`config.mk`:
```
export PLATFORM = sky130hd
export DESIGN_NAME = fetch_issue_queue
export DESIGN_NICKNAME = d
export VERILOG_FILES = /design/src/rtl/fetch_issue_queue.sv
export SDC_FILE = /design/constraint.sdc
export NUM_CORES = 1
export LEC_CHECK = 0
export ABC_CLOCK_PERIOD_IN_PS = 6200
export BUFFER_PORTS_ARGS = -buffer_cell sky130_fd_sc_hd__buf_4
export CORE_ASPECT_RATIO = 1.4
export CORE_UTILIZATION = 50
export DETAILED_ROUTE_END_ITERATION = 10
export GPL_ROUTABILITY_DRIVEN = 0
export GPL_TIMING_DRIVEN = 1
export PLACE_DENSITY_LB_ADDON = 0.1
export RECOVER_POWER = 100
export SKIP_CTS_REPAIR_TIMING = 1
export SYNTH_ARGS = -nofsm -noshare
export SYNTH_HDL_FRONTEND = slang
export SYNTH_SLANG_ARGS = --single-unit
```
`constraint.sdc`:
```
create_clock -name CLK -period 6.2 [get_ports CLK]
set_clock_uncertainty 0.05 [all_clocks]
set_input_delay 0.62 -clock CLK [delete_from_list [all_inputs] [get_ports CLK]]
set_output_delay 0.62 -clock CLK [all_outputs]
set_load 0.1 [all_outputs]
```
`src/rtl/fetch_issue_queue.sv`:
```
// fetch_issue_queue: buffers fetch pairs and issues 0-2 instructions per cycle to decode.
// Define ISSUE_STATS_EN to add saturating dual/single/empty issue counters.
module fetch_issue_queue #(
  parameter int DEPTH = 8,
  parameter int PTR_W = 3
) (
  input  logic        CLK,
  input  logic        RST,
  input  logic        fi_valid,
  input  logic [31:0] fi_inst1,
  input  logic [31:0] fi_inst2,
  input  logic [31:0] fi_pc1,
  input  logic [31:0] fi_pc2,
  output logic        fi_hold,
  input  logic        ex_setPC,
  input  logic        id_ready,
  output logic        id_valid0,
  output logic [31:0] id_inst0,
  output logic [31:0] id_pc0,
  output logic        id_valid1,
  output logic [31:0] id_inst1,
  output logic [31:0] id_pc1
`ifdef ISSUE_STATS_EN
  ,
  output logic [31:0] stat_dual,
  output logic [31:0] stat_single,
  output logic [31:0] stat_empty
`endif
);
  localparam logic [PTR_W:0] FULL_AT = (PTR_W+1)'(DEPTH - 2);
  logic [31:0] inst_q [DEPTH];
  logic [31:0] pc_q [DEPTH];
  logic [PTR_W-1:0] rd_ptr, wr_ptr, rd_nx, wr_addr, wr_nx;
  logic [PTR_W:0] count;
  logic [5:0] op0;
  logic [4:0] dst0;
  logic jr0, ctl0, hazard, enq, we;
  logic [1:0] deq;
  assign rd_nx = rd_ptr + 1'b1;
  assign id_inst0 = inst_q[rd_ptr];
  assign id_pc0 = pc_q[rd_ptr];
  assign id_inst1 = inst_q[rd_nx];
  assign id_pc1 = pc_q[rd_nx];
  // Slot1 may only pair with slot0 when it does not read slot0's result and slot0 does not redirect.
  assign op0 = id_inst0[31:26];
  assign jr0 = op0 == 6'h00 && id_inst0[5:0] == 6'h08;
  assign ctl0 = jr0 || op0 inside {6'h02, 6'h03, 6'h04, 6'h05};
  assign dst0 = (op0 == 6'h00 && !jr0) ? id_inst0[15:11] :
                (op0 inside {6'h08, 6'h09, 6'h0A, 6'h0C, 6'h0D, 6'h0F, 6'h23}) ? id_inst0[20:16] : 5'd0;
  assign hazard = ctl0 || (dst0 != 5'd0 && (dst0 == id_inst1[25:21] || dst0 == id_inst1[20:16]));
  assign id_valid0 = !ex_setPC && count != '0;
  assign id_valid1 = !ex_setPC && count[PTR_W:1] != '0 && !hazard;
  assign fi_hold = !ex_setPC && count > FULL_AT;
  assign enq = fi_valid && count <= FULL_AT;
  assign deq = !id_ready ? 2'd0 : id_valid1 ? 2'd2 : {1'b0, id_valid0};
  // A flush restarts the buffer at entry 0 with the redirect-target pair.
  assign we = fi_valid && (ex_setPC || enq);
  assign wr_addr = ex_setPC ? '0 : wr_ptr;
  assign wr_nx = wr_addr + 1'b1;
  always_ff @(posedge CLK)
    if (we) begin
      inst_q[wr_addr] <= fi_inst1;
      pc_q[wr_addr] <= fi_pc1;
      inst_q[wr_nx] <= fi_inst2;
      pc_q[wr_nx] <= fi_pc2;
    end
  always_ff @(posedge CLK)
    if (RST) begin
      rd_ptr <= '0;
      wr_ptr <= '0;
      count <= '0;
    end else if (ex_setPC) begin
      rd_ptr <= '0;
      wr_ptr <= fi_valid ? PTR_W'(2) : '0;
      count <= fi_valid ? (PTR_W+1)'(2) : '0;
    end else begin
      rd_ptr <= rd_ptr + PTR_W'(deq);
      wr_ptr <= wr_ptr + (enq ? PTR_W'(2) : '0);
      count <= count + (enq ? (PTR_W+1)'(2) : '0) - (PTR_W+1)'(deq);
    end
`ifdef ISSUE_STATS_EN
  always_ff @(posedge CLK)
    if (RST) begin
      stat_dual <= '0;
      stat_single <= '0;
      stat_empty <= '0;
    end else if (!ex_setPC && id_ready) begin
      if (id_valid1) begin
        if (~&stat_dual) stat_dual <= stat_dual + 1'b1;
      end else if (id_valid0) begin
        if (~&stat_single) stat_single <= stat_single + 1'b1;
      end else if (~&stat_empty) stat_empty <= stat_empty + 1'b1;
    end
`endif
endmodule
```
; ---- Word level (Yosys, flattened, before mapping)
; Memories as Yosys holds them, arrays and structs flattened. A register that Yosys moved wholly into a read port is not among the register bits.
; Index checks and enable logic that the tools add are counted.
[classes]
add_sub_neg = 6
magnitude_cmp = 2
n_eq_ne = 14
mux = 15
n_reduce_logical = 23
[ops]
columns = operator, count
row1 = "equality test 6 x 4 -> 1 bit, second input constant", 7
row2 = "equality test 6 x 2 -> 1 bit, second input constant", 2
row3 = "equality test 6 x 3 -> 1 bit, second input constant", 2
row4 = two-way mux 2 bit, 6
row5 = two-way mux 3 bit, 4
row6 = equality test 5 bit, 2
row7 = two-way mux 5 bit, 2
row8 = logical AND 1 bit, 9
row9 = nonzero test 4 bit, 2
row10 = nonzero test 7 bit, 1
row11 = "adder 3 x 1 -> 3 bit, second input constant", 2
row12 = adder 3 x 2 -> 3 bit, 2
row13 = "equality test 6 bit, second input constant", 1
row14 = zero test 6 bit, 1
row15 = nonzero test 5 bit, 1
row16 = adder 4 x 2 -> 4 bit, 1
row17 = "> comparator 4 x 3 -> 1 bit, second input constant", 1
row18 = "less-or-equal comparator 4 x 3 -> 1 bit, second input constant", 1
row19 = logical OR 1 bit, 4
row20 = two-way mux 4 bit, 1
row21 = subtractor 4 x 2 -> 4 bit, 1
row22 = zero test 1 bit, 3
row23 = nonzero test 3 bit, 1
row24 = two-way mux 1 bit, 2
row25 = OR reduction 2 bit, 1
[totals]
regBits = 10
mem_bits_rw = 512
inputBits = 133
memories = 2
[mem_list]
columns = memory, words, width, read_ports, rd_clocked_by_memory_dff, write_ports, line_no
row1 = inst_q, 8, 32, 2, 1, 2, 31  ; logic [31:0] inst_q [DEPTH];
row2 = pc_q, 8, 32, 2, 1, 2, 32  ; logic [31:0] pc_q [DEPTH];

; ---- Depth between registers and ports, before layout
[logic_depth]
word_depth = 15
ltp_mapped = 19

; ---- Worst setup path after synthesis
; Ideal clock, no wire load.
[synth_path]
path_kind = register -> register
from = register count[3]
to = memory pc_q[1][22], data pin
setup_ns = 0.272
t_arrival_ns = 5.674
t_required_ns = 5.878
setup_slack_ns = 0.204
stages_incl_launch_ff = 10
path_buffers = 2
period_less_slack_ns = 5.996
cell_sequence = dfxtp_1 > inv_1 > ha_1 > nand2_1 > mux2i_1 > a21oi_1 > nor2b_1 > clkbuf_1 > buf_1 > mux2_2
[synth_lines]
columns = element, line_no
row1 = start: declaration, 34  ; logic [PTR_W:0] count;
row2 = start signal: assignment, 75  ; count <= fi_valid ? (PTR_W+1)'(2) : '0;
row3 = start signal: assignment, 79  ; count <= count + (enq ? (PTR_W+1)'(2) : '0) - (PTR_W+1)'(deq);
row4 = end: declaration, 32

; ---- Worst setup path after layout
[layout_path]
from = register rd_ptr[1]
to = register count[3]
[layout_between]
elab_chain_len = 12
elab_cells_between_ends = 13
cone_classes = add/sub: 2 / eq/ne: 2 / mux: 3 / reduce/logical: 5 / memory: 1
[layout_lines]
columns = element, line_no
row1 = start: declaration, 33  ; logic [PTR_W-1:0] rd_ptr, wr_ptr, rd_nx, wr_addr, wr_nx;
row2 = start signal: assignment, 77  ; rd_ptr <= rd_ptr + PTR_W'(deq);
row3 = adder 3 x 1 -> 3 bit *, 39  ; assign rd_nx = rd_ptr + 1'b1;
row4 = memory (8 x 32 bit) *, -
row5 = equality test 5 bit, 50  ; assign hazard = ctl0 || (dst0 != 5'd0 && (dst0 == id_inst1[25:21] || dst0 == id_inst1[20:16]));
row6 = logical OR 1 bit *, 50
row7 = logical AND 1 bit *, 50
row8 = logical OR 1 bit *, 50
row9 = zero test 1 bit *, 52  ; assign id_valid1 = !ex_setPC && count[PTR_W:1] != '0 && !hazard;
row10 = logical AND 1 bit *, 52
row11 = two-way mux 2 bit * (2 in a row), 55  ; assign deq = !id_ready ? 2'd0 : id_valid1 ? 2'd2 : {1'b0, id_valid0};
row12 = subtractor 4 x 2 -> 4 bit *, 79
row13 = two-way mux 4 bit *, 72  ; end else if (ex_setPC) begin
; Every way passes the cells marked *; elsewhere a longest branch is shown, timed or not.
; A chain may end at the register's enable or synchronous reset.

==> results by group <==
Synth
  • Syn Std Cell Area: 27000 sq um
  • #FFs+latches synth: 521
  • Yosys warns: 0
  • Synth Flop Type: edfxtp_1
  • Dominant cell by count in the synthesized netlist: edfxtp_1
  • Mean Syn Cell Area: 17.7 sq um
  • Post-synthesis sequential area ratio: 57.7%
  • EDFF count, synth: 512
  • Top cells by instance count after synthesis: 512 x edfxtp_1, 311 x mux2_2, 248 x mux4_2
  • Synth top area share: 57.0%
  • Post-synth top area cell: edfxtp_1
  • Post-synth ARST share: 0%
  • Net count after synthesis: 1670
  • Cell count after synthesis: 1527
  • Synth unique cells: 48
  • Largest cells by area after synthesis: edfxtp_1 57%, mux4_2 21%, mux2_2 13%

STA
  • Final hold violation count: 0
  • FMAX: 182 MHz
  • Final worst path period share: 88.6%
  • RSZ-0062 raised after global routing: false
  • Setup WS post-layout: 708 ps
  • Final Max Tran Viols: 710
  • Setup Viol. Count Final: 0
  • Fin Setup TNS: 0 ps
  • Slew Limit Headroom: -158%
  • Least-Margin Pin Slew: 3870 ps
  • Fin crit period: 5490 ps

Setup path
  • R2r worst-path depth: 17
  • Worst Setup Start Kind: flop
  • WP buf/inv: 2
  • CP Data Required Time: 6640 ps
  • WP data arrival: 5930 ps
  • CP Depth: 17
  • Critical path class: flop to flop
  • Maximum fanout along the worst path: 28
  • Element type at the critical path end: flop
  • Crit-path slowest cell: xor2_4
  • Max incr delay on CP: 770 ps
  • CP cell instances: buf_4 -> ha_4 -> xor2_4 -> mux4_2 -> mux2i_1 -> a22oi_1 -> nand2_1 -> o31ai_1 -> o2111ai_1 -> o21ai_0 -> nor2_1 -> fa_1 -> inv_1 -> ha_1 -> fa_1 -> xor2_1 -> nor2_1
  • Critical path's top delay family: adder cells
  • R2R setup slack: 710 ps

Layout
  • Final instance area: 30700 sq um
  • Share of cells above drive strength 1: 43.0%
  • Final layout net count: 1914
  • Area growth syn-to-layout: 13.7%
  • Finished Layout Cells: 2525

Global route
  • Pin count of the biggest net entering global routing: 104
  • GRT Total Usage: 24.0%
  • Initial antenna violation count: 8
  • First-pass GRT wire length: 98200 microns
  • Vias in the first global route: 16300
  • Remaining global-route overflow: 0

Placed design
  • Post-DP HPWL: 40300 microns
  • Pre-CTS setup slack: 1050 ps
  • Placed inst area: 29700 sq um
  • Inst Count DP: 2431
  • Port Buffer Count: 263

Power and ir drop
  • Pwr per Cell Area: 334 nW/um^2
  • LEAKAGE: 9.86 nW
  • Max VDD drop: 0.241 mV
  • Tot Pwr: 10.2 mW

Clocking
  • Root Buffer: clkbuf_16
  • H-tree depth: 2
  • CTS tree: yes
  • Worst-case clock buffer depth: 3
  • Worst skew pair latency: 600 ps
  • CTS Buf Count: 52
  • Clock sink count: 521
  • Worst-path clk slew: 60 ps

Route
  • Post-DR wirelength/cell: 25.6 microns
  • 1st-iter DRT viols: 933
  • Vias: 15300
  • First-pass iteration count of the detailed router: 5
  • DRC: 0
  • Total Wirelength: 64600 microns
  • Vias/cell: 6.06
  • DRT antenna net count: 0

Die
  • IO Count: 264
  • Initial Util: 50.7%
  • Die H: 277 microns
  • Die area: 54900 sq um
  • Die width: 198 microns
  • Row Count: 100
  • Core ar.: 53200 sq um

Job
  • Max Cap Viol: 15

Status
  • Violated checks: max-capacitance violations, max-slew violations
  • Status: finished with violations

Worst hold path
  • Worst min path class: input port to flop
  • Min-Delay Path Depth: 2
==> routing by layer <==
metal,global-route usage [%],wire length (microns),vias to the layer above
met5,0,39,-
met3,5.36,4120,105
met1,29.2,24800,8051
met2,42.4,33900,421
met4,7.18,1740,6
li1,-,-,6730
==> sequential cells by signal, summed over array words and instances (netlist names) <==
signal	count
pc_q	256
inst_q	256
count	4
wr_ptr	2
rd_ptr	3
==> worst register-to-register path, stage by stage (launching register included) <==
cell and delay (ps):
dfxtp_4 650, buf_4 390, ha_4 210, xor2_4 770, mux4_2 380, mux2i_1 160
a22oi_1 300, nand2_1 90, o31ai_1 250, o2111ai_1 160, o21ai_0 460, nor2_1 120
fa_1 520, inv_1 50, ha_1 200, fa_1 420, xor2_1 160, nor2_1 50
==> power breakdown <==
part           total, mW  switching (mW)  internal, mW  leakage (nW)
combinational       2.99            2.13         0.859          4.31
clock               3.06            1.32          1.74         0.778
sequential          4.18          0.0911          4.09          4.77
total               10.2            3.54          6.69          9.86
==> layout make-up <==
class,count,area [sq um]
repair buffers,297,1570
clock inverters,24,220
diodes,5,12.5
well taps,714,893
clock buffers,65,1390
inverters,27,109
flip-flops and latches,521,15600
multi-input cells,872,10900
fillers,4233,22500
==> cell usage in the layout, fill, tap and decap left out, types with 2 or more instances in the layout <==
cell	Yosys	routed
nand4_1	3	3
or2_2	3	3
ha_1	7	6
dfxtp_4	0	3
inv_1	27	25
dfxtp_1	9	6
mux2_2	311	306
xnor2_1	2	2
bufinv_16	0	4
o31ai_1	3	3
nor3_1	5	5
nor2_1	14	14
edfxtp_1	512	512
nand2b_1	2	2
clkinvlp_4	0	4
fa_1	3	3
clkbuf_1	59	170
and3_1	2	2
mux2i_1	10	10
clkinv_1	0	13
buf_4	3	108
clkbuf_16	0	54
nand2_1	206	206
a21oi_1	7	7
a32oi_1	3	3
o21ai_0	4	5
clkinv_2	0	4
xor2_1	3	2
a22oi_1	6	6
or3_1	2	2
diode_2	0	5
clkbuf_2	0	29
mux4_1	8	8
mux4_2	248	248
nand3b_1	2	2
mux2_1	0	5
==> path summary, 6_finish.rpt <==
kind,end,start
worst max-delay path,count[3]$_SDFF_PP0_,rd_ptr[1]$_SDFF_PP0_
worst min-delay path,wr_ptr[1]$_SDFF_PP0_,RST
worst max register to register,count[3]$_SDFF_PP0_,rd_ptr[1]$_SDFF_PP0_
worst min register to register,count[0]$_SDFF_PP0_,count[0]$_SDFF_PP0_
==> logic make-up (layout without fill, tap and decap cells) <==
family / Yosys count / in the layout / share of synthesized area (%)
buffers and inverters: 134 / 413 / 2.08
adders and majority gates: 10 / 10 / 0.547
DFF: 521 / 521 / 57.7
muxes: 577 / 577 / 34.8
and+or+nand+nor: 244 / 244 / 3.63
AOI/OAI and AO/OA: 36 / 36 / 1.06
other: 0 / 5 / 0
xor gates and xnor gates: 5 / 5 / 0.162
==> through the flow <==
stage / utilization (%) / hold slack [ps]
2_1_floorplan: - / 488
5_1_grt: 57.7 / 145
6_report: 57.7 / 152
3_5_place_dp: 55.9 / 527
3_3_place_gp: 55.9 / 536
4_1_cts: 58.9 / 123
Power figures use the tool's default switching activity.
